### config.mk
export PLATFORM = sky130hd
export DESIGN_NAME = lcd_write_seq_flat
export DESIGN_NICKNAME = d
export VERILOG_FILES = /design/src/rtl/lcd_write_seq_if.sv /design/src/rtl/lcd_write_seq.sv /design/src/flat_wrapper.sv
export SDC_FILE = /design/constraint.sdc
export NUM_CORES = 1
export LEC_CHECK = 0
export ABC_AREA = 1
export ABC_CLOCK_PERIOD_IN_PS = 3700
export BUFFER_PORTS_ARGS = -buffer_cell sky130_fd_sc_hd__buf_2
export CORE_MARGIN = 10
export CORE_UTILIZATION = 60
export DETAILED_ROUTE_END_ITERATION = 7
export PLACE_DENSITY = 0.78
export SYNTH_ARGS = -nofsm -noshare
export SYNTH_HDL_FRONTEND = slang
export SYNTH_SLANG_ARGS = --single-unit
export TNS_END_PERCENT = 100
### constraint.sdc
create_clock -name clk -period 3.7 [get_ports clk]
set_input_delay 0.74 -clock clk [delete_from_list [all_inputs] [get_ports clk]]
set_output_delay 0.74 -clock clk [all_outputs]
set_load 0.01 [all_outputs]
### src/rtl/lcd_write_seq_if.sv
// lcd_write_seq_if: host-side write request handshake for lcd_write_seq.
interface lcd_write_seq_if;
   logic       wr_en;
   logic       wr_rs;
   logic [7:0] wr_data;
   logic       busy;
   logic       drop;
   modport master (output wr_en, wr_rs, wr_data, input busy, drop);
   modport slave  (input wr_en, wr_rs, wr_data, output busy, drop);
endinterface

### src/rtl/lcd_write_seq.sv
// lcd_write_seq: sequences byte writes to an HD44780-class LCD as two 4-bit nibble transfers.
// Define LCD_LONG_CMD_EN to stretch the settle wait after clear/home commands to T_LONG.
module lcd_write_seq #(
   parameter int T_SETUP = 2,
   parameter int T_PULSE = 12,
   parameter int T_HOLD  = 2,
   parameter int T_GAP   = 50,
   parameter int T_WAIT  = 2000,
   parameter int T_LONG  = 82000,
   parameter int CNT_W   = 17
) (
   input  logic          clk,
   input  logic          rst,
   lcd_write_seq_if.slave host,
   output logic          lcd_e,
   output logic          lcd_rs,
   output logic          lcd_rw,
   output logic [3:0]    lcd_db
);
   typedef enum logic [3:0] {IDLE, SET_H, PUL_H, HLD_H, GAP, SET_L, PUL_L, HLD_L, WAIT} state_t;
   state_t           state, nxt;
   logic [CNT_W-1:0] cnt, ld;
   logic             prev, edge_det, accept, rs, rs_n, long_cmd;
   logic [7:0]       data, data_n;
`ifdef LCD_LONG_CMD_EN
   assign long_cmd = ~rs & (data[7:2] == 6'd0) & (data[1:0] != 2'd0);
`else
   assign long_cmd = 1'b0;
`endif
   assign lcd_rw = 1'b0;
   always_comb begin
      edge_det = host.wr_en & ~prev;
      accept   = edge_det & (state == IDLE);
      rs_n     = accept ? host.wr_rs : rs;
      data_n   = accept ? host.wr_data : data;
      nxt      = state;
      if (state == IDLE) nxt = accept ? SET_H : IDLE;
      else if (cnt == '0) nxt = (state == WAIT) ? IDLE : state_t'(state + 4'd1);
      case (nxt)
         SET_H, SET_L: ld = CNT_W'(T_SETUP - 1);
         PUL_H, PUL_L: ld = CNT_W'(T_PULSE - 1);
         HLD_H, HLD_L: ld = CNT_W'(T_HOLD - 1);
         GAP:          ld = CNT_W'(T_GAP - 1);
         WAIT:         ld = long_cmd ? CNT_W'(T_LONG - 1) : CNT_W'(T_WAIT - 1);
         default:      ld = '0;
      endcase
   end
   // Outputs are registered from the next state so pins change together with the state.
   always_ff @(posedge clk or negedge rst) begin
      if (!rst) begin
         state     <= IDLE;
         cnt       <= '0;
         prev      <= 1'b1;
         rs        <= 1'b0;
         data      <= '0;
         host.busy <= 1'b0;
         host.drop <= 1'b0;
         lcd_e     <= 1'b0;
         lcd_rs    <= 1'b0;
         lcd_db    <= 4'h0;
      end else begin
         prev      <= host.wr_en;
         state     <= nxt;
         cnt       <= (nxt != state) ? ld : (cnt == '0) ? cnt : cnt - CNT_W'(1);
         rs        <= rs_n;
         data      <= data_n;
         host.busy <= nxt != IDLE;
         host.drop <= edge_det & (state != IDLE);
         lcd_e     <= (nxt == PUL_H) || (nxt == PUL_L);
         lcd_rs    <= (nxt inside {[SET_H:HLD_L]}) & rs_n;
         lcd_db    <= (nxt inside {SET_H, PUL_H, HLD_H}) ? data_n[7:4] :
                      (nxt inside {SET_L, PUL_L, HLD_L}) ? data_n[3:0] : 4'h0;
      end
   end
endmodule

### src/flat_wrapper.sv
// flat-port wrapper written by rule: the top's interface ports become plain ports
module lcd_write_seq_flat 
#(
   parameter int T_SETUP = 2,
   parameter int T_PULSE = 12,
   parameter int T_HOLD  = 2,
   parameter int T_GAP   = 50,
   parameter int T_WAIT  = 2000,
   parameter int T_LONG  = 82000,
   parameter int CNT_W   = 17
)
  (clk, rst, lcd_e, lcd_rs, lcd_rw, lcd_db, host_wr_en, host_wr_rs, host_wr_data, host_busy, host_drop);
  lcd_write_seq_if host_i ();
  input  logic clk;
  input  logic rst;
  output logic lcd_e;
  output logic lcd_rs;
  output logic lcd_rw;
  output logic [3:0] lcd_db;
  input wire logic [$bits(host_i.wr_en)-1:0] host_wr_en;
  input wire logic [$bits(host_i.wr_rs)-1:0] host_wr_rs;
  input wire logic [$bits(host_i.wr_data)-1:0] host_wr_data;
  output wire logic [$bits(host_i.busy)-1:0] host_busy;
  output wire logic [$bits(host_i.drop)-1:0] host_drop;
  assign host_i.wr_en = host_wr_en;
  assign host_i.wr_rs = host_wr_rs;
  assign host_i.wr_data = host_wr_data;
  assign host_busy = host_i.busy;
  assign host_drop = host_i.drop;
  lcd_write_seq #(.T_SETUP(T_SETUP), .T_PULSE(T_PULSE), .T_HOLD(T_HOLD), .T_GAP(T_GAP), .T_WAIT(T_WAIT), .T_LONG(T_LONG), .CNT_W(CNT_W)) u_core (.clk(clk), .rst(rst), .host(host_i), .lcd_e(lcd_e), .lcd_rs(lcd_rs), .lcd_rw(lcd_rw), .lcd_db(lcd_db));
endmodule
==> summary.txt, run 1 <==
Outcome
  • Status: finished clean

Synthesis
  • Syn Area/Cell: 8.04 µm²
  • Post-Syn Instances: approximately 260
  • Top_reg_cell synth: dfrtp_1
  • Sequential share of the synthesized area: 0.462
  • EDFF count, synth: 0
  • Synth cell types: 31
  • Most area-consuming cells after synthesis: dfrtp_1 (45%), nand2_1 (15%), nand3_1 (5.0%), nor2_1 (4.4%), inv_1 (3.9%)
  • Number of synthesized register bits: 39
  • Post-Syn Nets: 279
  • Asr flop ratio synth: 1.00
  • Post-Syn Area: 2110 µm²
  • Share of the synthesized area in the top cell type: 0.450
  • Yosys warnings: 0
  • Area leader, netlist: dfrtp_1

Place
  • Post-DP HPWL: 3.30 mm
  • Global placement routability congestion: 0.794
  • Input/output buffers: 19

Timing
  • Slew Viols, Final: 0
  • Fmax: 374 MHz
  • TNS Setup: 0 ns
  • RSZ-0062 raised after global routing: false
  • Tcrit/Tclk final: 0.723
  • Final Hold Fails: 0
  • Final setup vio count: 0
  • Hold slack: 0.484 ns
  • Max-Slew Margin vs Limit: 0.431
  • Measured slew at the worst slew-check pin: 0.853 ns
  • Final period demand of the worst path: 2.68 ns
  • Final Skew: 0.0129 ns

Setup path
  • WS Path Type: flop to flop
  • Worst Setup End Kind: flop
  • Cell family with most CP delay: simple AND/OR/NAND/NOR gates
  • Crit path required time: a little under 4 ns
  • Critical Path Max Stage Delay: 0.44 ns
  • Setup slack, reg-to-reg: 1.02 ns
  • Reg2Reg Depth: 15
  • R2R Path Start: u_core.cnt[0]
  • Critical-path maximum fanout: 13
  • Most common cell on crit path: nand2_1
  • Worst Path Buf+Inv: 2
  • WP data arrival: 2.90 ns
  • Crit path cell chain: inv_1 > ha_1 > inv_1 > nor2_1 > nand2_1 > nor2_4 > nand2_4 > nand2_1 > nand3_2 > nand2_1 > nand2_1 > nor2_4 > nand2_4 > nor2_2 > a21oi_1
  • Reg-to-reg endpoint: u_core.cnt[4]
  • Crit path launch type: flop
  • Slowest CP cell: dfrtp_1

Die
  • Core Box Area: 3360 µm²
  • Die X: 79.4 µm
  • Number of top-level pins: 21
  • Die Ht: 79.4 µm
  • Initial core utilization: 0.629
  • Die Area: about 6300 µm²
  • Num rows: 21

Min path
  • Hold/Removal Path Class: flop to flop
  • Hold EP: u_core.data[6]
  • Hold path start: u_core.data[6]
  • Worst Hold Depth: 2

Cells and area
  • Share of layout cells above drive strength 1: 0.179
  • Commonest non-fill, non-tap cell in the layout: nand2_1
  • # fillers: 300
  • Layout area overhead: 9.47%
  • Layout Nets: 300
  • N_diodes: 0
  • Most frequent cells in the layout: nand2_1 (84), dfrtp_1 (38), nor2_1 (25), inv_1 (22), nand3_1 (21)

Flow run
  • Max-cap violations: 0

Clock tree
  • Num CTS Buffers: 5
  • CTS Sinks: 39
  • Clk Latency, worst-skew pair: roughly 0.34 ns
  • CTS Buffer Depth: 2
  • Post-CTS sizing: 0
  • CTS tree: built
  • CTS Hold Bufs: 0
  • H-tree depth: 2
  • Clock transition at path regs: 0.12 ns
  • Root Buffer: clkbuf_4
  • Post-CTS setup buffers: 0

Global routing
  • Largest net degree at the start of global routing: 40
  • GRT busiest layer: met2
  • Met2 Resource Use GR: 0.256
  • GRT Overall Usage: 0.149
  • Number of global-route vias before repair: 1693
  • Initial antenna violation count: 0
  • First-pass GRT wire length: 7.62 mm
  • GRT met3 Usage: 0.0507
  • GRT Residual Overflow: 0
  • Met1 Use GR: 0.174

Detailed routing
  • Vias after detailed routing: approximately 1700
  • Pre-antenna DRT Iters: 4
  • Routed WL per cell: approximately 13 µm
  • Post-route ant nets: 0
  • Vias per inst: around 5.1
  • Drt drc: 0
  • Initial drt markers: 185
  • Drt total wl: roughly 4.4 mm

Power and ir drop
  • Overall Power: 759 µW
  • Leak: 0.00128 µW
  • VDD IR max: 349 µV
  • P per Cell Area: 328 nW/µm²
flip-flops by register name, indices dropped and copies added, names as in the netlist:
register	count
u_core.host.drop	1
u_core.lcd_db	4
u_core.data	8
u_core.lcd_e	1
u_core.rs	1
u_core.state	4
u_core.lcd_rs	1
u_core.prev	1
u_core.host.busy	1
u_core.cnt	17
synthesized netlist by cell type (2+ instances only):
master,n
nand2_1,84
dfrtp_1,38
nor2_1,25
inv_1,22
nand3_1,21
a21oi_1,10
xnor2_1,6
xor2_1,6
nand2_2,5
nand4_1,5
nor2_2,5
ha_1,4
buf_4,3
nor2_4,3
nor3_1,3
nor4_1,3
nand2_4,2
nand3b_1,2
nor3b_2,2
o21ai_0,2
or2_2,2
worst max path at each step:
stage,start,endpoint,slack [ns],depth (start not counted)
floorplan,host_wr_en,u_core.lcd_db[0],1.71,9
global placement,host_wr_en,u_core.cnt[10],1.13,10
detailed placement,host_wr_en,u_core.cnt[4],1.07,10
CTS,u_core.cnt[0],u_core.cnt[6],1.08,15
global route,u_core.state[0],u_core.cnt[9],0.79,11
finish,u_core.cnt[0],u_core.cnt[4],1.02,15
cells by family (layout without fill, tap and decap cells):
family | Yosys count | count (layout) | synth area share
other cells | 1 | 1 | 0.00177
compound gates | 13 | 13 | 0.0308
fa+ha+maj | 4 | 4 | 0.0237
simple gates | 165 | 165 | 0.370
xor+xnor | 12 | 12 | 0.0497
flops | 39 | 39 | 0.462
buf+inv | 29 | 51 | 0.0615
routing by layer:
layer	wire length [µm]	part of all wire
met5	0	0
met4	31	0.0070
met3	226	0.051
met2	2170	0.49
met1	1990	0.45
metrics by stage:
step           cell area (µm²)  instances  setup WS (ns)  utilization
3_5_place_dp              2230        323           1.07        0.663
4_1_cts                   2310        331           1.08        0.688
2_1_floorplan             2110        263           1.71            -
6_report                  2310        331           1.02        0.688
5_1_grt                   2310        331          0.785        0.688
3_3_place_gp              2230        323           1.13        0.663
power by group:
group          switching [µW]  internal [µW]  total, µW
combinational            16.3           7.70       24.0
clock                     140            160        299
sequential               2.49            433        436
total                     158            601        759
tightest hold or removal path, cell delays in order (launching register included):
cell and delay [ns]:
dfrtp_1 0.34, nand2_1 0.05, nand2_1 0.07
cell type report:
type / instances / area, µm² / share of cell area
clock buffers: 6 / 51.3 / 0.0222
clock inverters: 2 / 35.0 / 0.0151
inverters: 24 / 91.3 / 0.0395
multi-input cells: 195 / 1010 / 0.435
flip-flops and latches: 39 / 977 / 0.422
well taps: 46 / 57.6 / 0.0249
repair buffers: 19 / 95.1 / 0.0411
Note: power is estimated with default switching activity, not from simulation.
==> run 2: changes to the inputs <==
- ABC_AREA: 1 -> 0
- ABC_CLOCK_PERIOD_IN_PS: 3700 -> 2250
- CORE_UTILIZATION: 60 -> 52
- PLACE_DENSITY: 0.78 -> 0.72
- clock period: 3.7 -> 2.25 ns (I/O delays scaled with it)
==> run 2 against run 1 <==
Compared with the run above: sequential share of layout area shrank 2.4 points; clock skew is 0.0095 ns lower; non-clock buffer count is 23 higher; first-iteration DRC count decreased by 58%; hold slack got worse by 0.22 ns; combinational power increased by 77%; design area grew 5.9%; critical path depth is 5 lower; fmax grew 21%; global-route usage is 1.3 points lower; critical endpoint is now u_core.host.busy; largest cell class unchanged.
==> summary.txt, run 2 <==
Outcome
  • Status: finished clean (unchanged)

Setup path
  • Worst Setup End Kind: flop (unchanged)
  • WP data arrival: 2.41 ns (was 2.90 ns)
  • Reg2Reg Depth: 10 (was 15)
  • Reg-to-reg endpoint: u_core.host.busy (was u_core.cnt[4])
  • Crit path launch type: flop (unchanged)
  • CP Capture Point: u_core.host.busy (was u_core.cnt[4])
  • WS Path Type: flop to flop (unchanged)
  • Critical-path maximum fanout: 5 (was 13)
  • Setup slack, reg-to-reg: 0.04 ns (was 1.02 ns)
  • CP startpoint: u_core.cnt[1] (was u_core.cnt[0])
  • Crit path required time: 2.44 ns (was 3.93 ns)
  • R2R Path Start: u_core.cnt[1] (was u_core.cnt[0])

Power and ir drop
  • Seq pwr share: 0.542 (was 0.574)
  • Combinational Power Share: 0.032 (about the same)
  • Clock power share: 0.426 (was 0.394)
  • Cell-internal power: 1050 µW (was 601 µW)
  • Overall Power: 1320 µW (was 759 µW)
  • Fraction of power spent switching nets: 0.202 (was 0.209)
  • P per Cell Area: 538 nW/µm² (was 328 nW/µm²)
  • VDD IR max: 466 µV (was 349 µV)
  • P_sw: 267 µW (was 158 µW)
  • Leak: 0.00125 µW (was 0.00128 µW)

Global routing
  • Initial antenna violation count: 0 (unchanged)
  • First-pass GRT wire length: 6.96 mm (was 7.62 mm)
  • GRT Overall Usage: 0.137 (was 0.149)
  • Number of global-route vias before repair: 1542 (was 1693)
  • GRT Residual Overflow: 0 (unchanged)
  • Largest net degree at the start of global routing: 40 (unchanged)

Clock tree
  • CTS tree: built (unchanged)
  • Root Buffer: clkbuf_8 (was clkbuf_4)
  • Clock transition at path regs: 0.07 ns (was 0.12 ns)
  • Clk Latency, worst-skew pair: 0.29 ns (was 0.34 ns)
  • Num CTS Buffers: 5 (unchanged)
  • CTS Sinks: 39 (unchanged)
  • CTS Hold Bufs: 0 (unchanged)
  • H-tree depth: 2 (unchanged)
  • CTS Buffer Depth: 2 (unchanged)

Detailed routing
  • Drt drc: 0 (unchanged)
  • Pre-antenna DRT Iters: 4 (unchanged)
  • Routed WL per cell: 15.2 µm (was 13.4 µm)
  • Initial drt markers: 78 (was 185)
  • Vias per inst: 5.36 (was 5.13)
  • Post-route ant nets: 0 (unchanged)
  • Drt total wl: 4.23 mm (was 4.42 mm)
  • Vias after detailed routing: 1490 (was 1699)

Timing
  • Measured slew at the worst slew-check pin: 0.851 ns (was 0.853 ns)
  • Max-Slew Margin vs Limit: 0.433 (was 0.431)
  • Fmax: 452 MHz (was 374 MHz)
  • Slew Viols, Final: 0 (unchanged)
  • Final period demand of the worst path: 2.21 ns (was 2.68 ns)
  • RSZ-0062 raised after global routing: true (was false)
  • Final Hold Fails: 0 (unchanged)
  • Hold slack: 0.259 ns (was 0.484 ns)
  • Final Skew: 0.00340 ns (was 0.0129 ns)
  • Tcrit/Tclk final: 0.983 (was 0.723)
  • Final setup vio count: 0 (unchanged)

Synthesis
  • Share of the synthesized area in the top cell type: 0.488 (was 0.450)
  • Asr flop ratio synth: 1.00 (unchanged)
  • Syn Area/Cell: 10.5 µm² (was 8.04 µm²)
  • EDFF count, synth: 0 (unchanged)
  • Post-Syn Area: 1950 µm² (was 2110 µm²)
  • Sequential share of the synthesized area: 0.502 (was 0.462)
  • Area leader, netlist: dfrtp_1 (unchanged)
  • Most area-consuming cells after synthesis: dfrtp_1 (49%), mux2_2 (5.2%), xor2_1 (4.9%), nand2_1 (4.8%), nor2_1 (3.9%) (was dfrtp_1 (45%), nand2_1 (15%), nand3_1 (5.0%), nor2_1 (4.4%), inv_1 (3.9%))
  • Number of synthesized register bits: 39 (unchanged)
  • Post-synth top cells: dfrtp_1 (38), nand2_1 (25), nor2_1 (20) (was nand2_1 (84), dfrtp_1 (38), nor2_1 (25))
  • Yosys warnings: 0 (unchanged)
  • Most common cell in the netlist: dfrtp_1 (was nand2_1)
  • Post-Syn Instances: 186 (was 263)
  • Synth cell types: 46 (was 31)
  • Post-Syn Nets: 202 (was 279)
  • Top_reg_cell synth: dfrtp_1 (unchanged)

Cells and area
  • Largest register FFs: 17 (unchanged)
  • N_diodes: 0 (unchanged)
  • Biggest regs: u_core.cnt (17), u_core.data (8) (unchanged)
  • Layout Nets: 246 (was 300)
  • Post-route core utilization: 0.675 (was 0.688)
  • Largest register by flop count: u_core.cnt (unchanged)
  • Most frequent cells in the layout: dfrtp_1 (38), nand2_1 (24), buf_4 (20), nor2_1 (19), buf_2 (19) (was nand2_1 (84), dfrtp_1 (38), nor2_1 (25), inv_1 (22), nand3_1 (21))
  • Share of layout cells above drive strength 1: 0.357 (was 0.179)
  • Layout area overhead: 25.9% (was 9.47%)
  • Commonest non-fill, non-tap cell in the layout: dfrtp_1 (was nand2_1)

Place
  • Post-DP HPWL: 3.07 mm (was 3.30 mm)
  • Input/output buffers: 19 (unchanged)
  • Global placement routability congestion: 0.849 (was 0.794)

Die
  • Die Area: 6590 µm² (was 6300 µm²)
  • Num rows: 22 (was 21)
  • Die Ht: 81.2 µm (was 79.4 µm)
  • Number of top-level pins: 21 (unchanged)
  • Core Box Area: 3630 µm² (was 3360 µm²)
  • Initial core utilization: 0.536 (was 0.629)
  • Die X: 81.2 µm (was 79.4 µm)

Flow run
  • Max-cap violations: 0 (unchanged)

Min path
  • Hold/Removal Path Class: input port to asynchronous set/reset pin (was flop to flop)
==> run 2: worst max-delay path: stages, from the launching register on <==
cell and delay (ns):
dfrtp_1 0.41, inv_2 0.10, ha_4 0.12, nor4b_4 0.19
nand4_2 0.20, buf_6 0.18, o21a_4 0.24, nor4_4 0.36
buf_4 0.19, buf_6 0.09, nand2_2 0.03
==> run 2: worst min-delay path by stage <==
stage | start | endpoint | slack, ns | cells after the start
finish | rst | u_core.cnt[15] | 0.26 | 1
floorplan | rst | u_core.cnt[0] | 0.15 | 0
global placement | u_core.rs | u_core.rs | 0.48 | 1
detailed placement | u_core.data[0] | u_core.data[0] | 0.49 | 1
global route | host_wr_en | u_core.prev | 0.25 | 1
CTS | host_wr_en | u_core.prev | 0.25 | 1
==> run 2: kinds of logic after synthesis <==
kind of cell | count (synthesis) | synth area share
buffers and inverters | 16 | 0.0347
xor gates and xnor gates | 16 | 0.0719
other | 1 | 0.00192
and+or+nand+nor | 85 | 0.247
adders and majority gates | 4 | 0.0257
AOI/OAI and AO/OA | 13 | 0.0495
DFF | 39 | 0.502
muxes | 12 | 0.0681
==> run 2: power by group through the flow <==
stage	combinational, µW	sequential [µW]	clock, µW
floorplan	15.4	729	0
global placement	41.9	728	0
detailed placement	43.5	728	0
CTS	43.6	715	579
global route	48.4	715	608
finish	42.5	715	561
==> run 2: per-stage QoR <==
stage	area, µm²	setup slack (ns)	cells	setup TNS (ns)
2_1_floorplan	1950	0.0174	186	0
3_3_place_gp	2200	0.0534	265	0
3_5_place_dp	2200	-0.102	265	-0.572
4_1_cts	2340	0.00766	274	0
5_1_grt	2450	-0.123	278	-1.07
6_report	2450	0.0388	278	0
==> run 2: layout make-up <==
| type | instances | area [µm²] |
|---|---|---|
| flip-flops and latches | 39 | 977 |
| well taps | 48 | 60.1 |
| multi-input cells | 131 | 988 |
| fillers | 293 | 1180 |
| repair buffers | 42 | 279 |
| inverters | 11 | 41.3 |
| clock buffers | 5 | 68.8 |
| clock inverters | 2 | 37.5 |
==> run 2: metal layers <==
metal  GRT usage  part of all wire  up-vias
met2       0.246              0.55       28
met4      0.0623             0.016        0
li1            -                 -      715
met1       0.140              0.39      741
met5           0                 0        -
met3      0.0475             0.042        6
==> run 2: timing repair <==
item | in CTS | in global routing
pin swaps | 1 | 8
setup buffers | 2 | 4
setup endpoints to repair | 14 | 18
gates resized for setup | 2 | 19
==> run 3: changes to the inputs <==
- MAX_ROUTING_LAYER: unset -> met4
==> run 3 against run 2 <==
Compared with the run above: worst setup slack lost 0.0059 ns; cell count grew 0.36%; core utilization grew 0.21 points; total power grew 0.26%; global-route usage grew 0.44 points; highest routed layer unchanged.
==> summary.txt, run 3 (synthesis results as in run 2) <==
Outcome
  • Status: finished clean (unchanged)

Die
  • Core Box Area: 3630 µm² (unchanged)
  • Die Ht: 81.2 µm (unchanged)
  • Number of top-level pins: 21 (unchanged)
  • Die X: 81.2 µm (unchanged)
  • Initial core utilization: 0.536 (unchanged)
  • Die Area: 6590 µm² (unchanged)
  • Num rows: 22 (unchanged)

Cells and area
  • Largest register by flop count: u_core.cnt (unchanged)
  • Share of layout cells above drive strength 1: 0.359 (was 0.357)
  • Final Instance Area: 2460 µm² (was 2450 µm²)
  • N_diodes: 0 (unchanged)
  • Largest register FFs: 17 (unchanged)
  • # fillers: 293 (unchanged)
  • Biggest regs: u_core.cnt (17), u_core.data (8) (unchanged)
  • Most frequent cells in the layout: dfrtp_1 (38), nand2_1 (24), buf_4 (21), nor2_1 (19), buf_2 (19) (was dfrtp_1 (38), nand2_1 (24), buf_4 (20), nor2_1 (19), buf_2 (19))
  • Commonest non-fill, non-tap cell in the layout: dfrtp_1 (unchanged)
  • Layout area overhead: 26.3% (was 25.9%)
  • Layout Nets: 247 (was 246)

Detailed routing
  • Post-route ant nets: 0 (unchanged)
  • Pre-antenna DRT Iters: 4 (unchanged)
  • Drt total wl: 4.30 mm (was 4.23 mm)
  • Vias per inst: 5.42 (was 5.36)
  • Drt drc: 0 (unchanged)
  • Routed WL per cell: 15.4 µm (was 15.2 µm)
  • Vias after detailed routing: 1513 (was 1490)
  • Initial drt markers: 87 (was 78)

Global routing
  • Number of global-route vias before repair: 1541 (was 1542)
  • GRT Overall Usage: 0.141 (was 0.137)
  • First-pass GRT wire length: 6.96 mm (unchanged)
  • GRT Residual Overflow: 0 (unchanged)
  • Initial antenna violation count: 0 (unchanged)
  • Largest net degree at the start of global routing: 40 (unchanged)

Clock tree
  • Num CTS Buffers: 5 (unchanged)
  • CTS Buffer Depth: 2 (unchanged)
  • Clk Latency, worst-skew pair: 0.29 ns (about the same)
  • CTS tree: built (unchanged)
  • Root Buffer: clkbuf_8 (unchanged)
  • CTS Sinks: 39 (unchanged)
  • Clock transition at path regs: 0.07 ns (about the same)
  • H-tree depth: 2 (unchanged)
  • CTS Hold Bufs: 0 (unchanged)

Timing
  • Tcrit/Tclk final: 0.985 (was 0.983)
  • Final setup vio count: 0 (unchanged)
  • Slew Viols, Final: 0 (unchanged)
  • Measured slew at the worst slew-check pin: 0.849 ns (was 0.851 ns)
  • Hold slack: 0.258 ns (was 0.259 ns)
  • Max-Slew Margin vs Limit: 0.434 (was 0.433)
  • Final Hold Fails: 0 (unchanged)
  • Final Skew: 0.00442 ns (was 0.00340 ns)
  • Fmax: 451 MHz (was 452 MHz)
  • RSZ-0062 raised after global routing: true (unchanged)
  • Final period demand of the worst path: 2.22 ns (was 2.21 ns)

Place
  • Input/output buffers: 19 (unchanged)
  • Global placement routability congestion: 0.862 (was 0.849)
  • Post-DP HPWL: 3.07 mm (unchanged)
  • Placed Instance Area: 2200 µm² (unchanged)

Flow run
  • Max-cap violations: 0 (unchanged)

Min path
  • Hold/Removal Path Class: input port to asynchronous set/reset pin (unchanged)

Setup path
  • Crit path launch type: flop (unchanged)
  • Worst Setup End Kind: flop (unchanged)
  • WP data arrival: 2.45 ns (was 2.41 ns)
  • WS Path Type: flop to flop (unchanged)
  • Critical-path maximum fanout: 6 (was 5)
  • Crit path required time: 2.48 ns (was 2.44 ns)

Power and ir drop
  • Leak: 0.00126 µW (was 0.00125 µW)
  • P per Cell Area: 537 nW/µm² (was 538 nW/µm²)
  • VDD IR max: 467 µV (was 466 µV)
[run 3: final timing paths]
check	startpoint	to	slack, ns	cells after the start
max	u_core.cnt[14]	u_core.cnt[6]	0.03	7
min	rst	u_core.cnt[15]	0.26	1
max reg2reg	u_core.cnt[14]	u_core.cnt[6]	0.03	7
min reg2reg	u_core.rs	u_core.rs	0.50	1
max in group asynchronous	rst	u_core.state[3]	1.46	1
min in group clk	host_wr_en	u_core.prev	0.26	1
[run 3: worst max-delay path, stage by stage (launching register included)]
cell,delay [ns]
dfrtp_1,0.44
nor4_4,0.37
nand4_2,0.22
buf_6,0.19
o21a_4,0.23
nor4_4,0.36
nand3_2,0.22
nand2_1,0.12
[run 3: cell type report]
cell class	instances	area (µm²)	area share
flip-flops and latches	39	977	0.397
multi-input cells	131	988	0.402
clock inverters	2	37.5	0.0153
inverters	11	41.3	0.0168
repair buffers	43	287	0.116
well taps	48	60.1	0.0244
clock buffers	5	68.8	0.0280
[run 3: report_power, final]
part	total [µW]	internal, µW	switching [µW]
registers	715	712	2.66
clock network	565	324	241
logic	42.5	16.2	26.3
[run 3: metal layers]
metal,wire length (µm),global-route usage,vias up
met3,163,0.0419,11
met1,1720,0.144,750
met2,2330,0.245,36
met5,0,-,-
li1,-,-,716
met4,80,0.0623,0
[run 3: stage by stage]
stage                     total power (µW)  setup TNS (ns)  cells  setup slack, ns  utilization
after floorplan                        744               0    186           0.0174            -
after global placement                 770               0    265           0.0534        0.607
after detailed placement               772          -0.572    265           -0.102        0.607
after CTS                             1340               0    274          0.00766        0.643
after global routing                  1370           -1.04    279           -0.122        0.677
final                                 1320               0    279           0.0329        0.677
[run 3: what timing repair did]
| action | in CTS | in global routing |
|---|---|---|
| endpoints found under the hold margin | 0 | 0 |
| cloned | 0 | 0 |
| endpoints found under the setup margin | 14 | 18 |
| setup buffers | 2 | 5 |
| pin swaps | 1 | 9 |
| gates resized for setup | 2 | 19 |
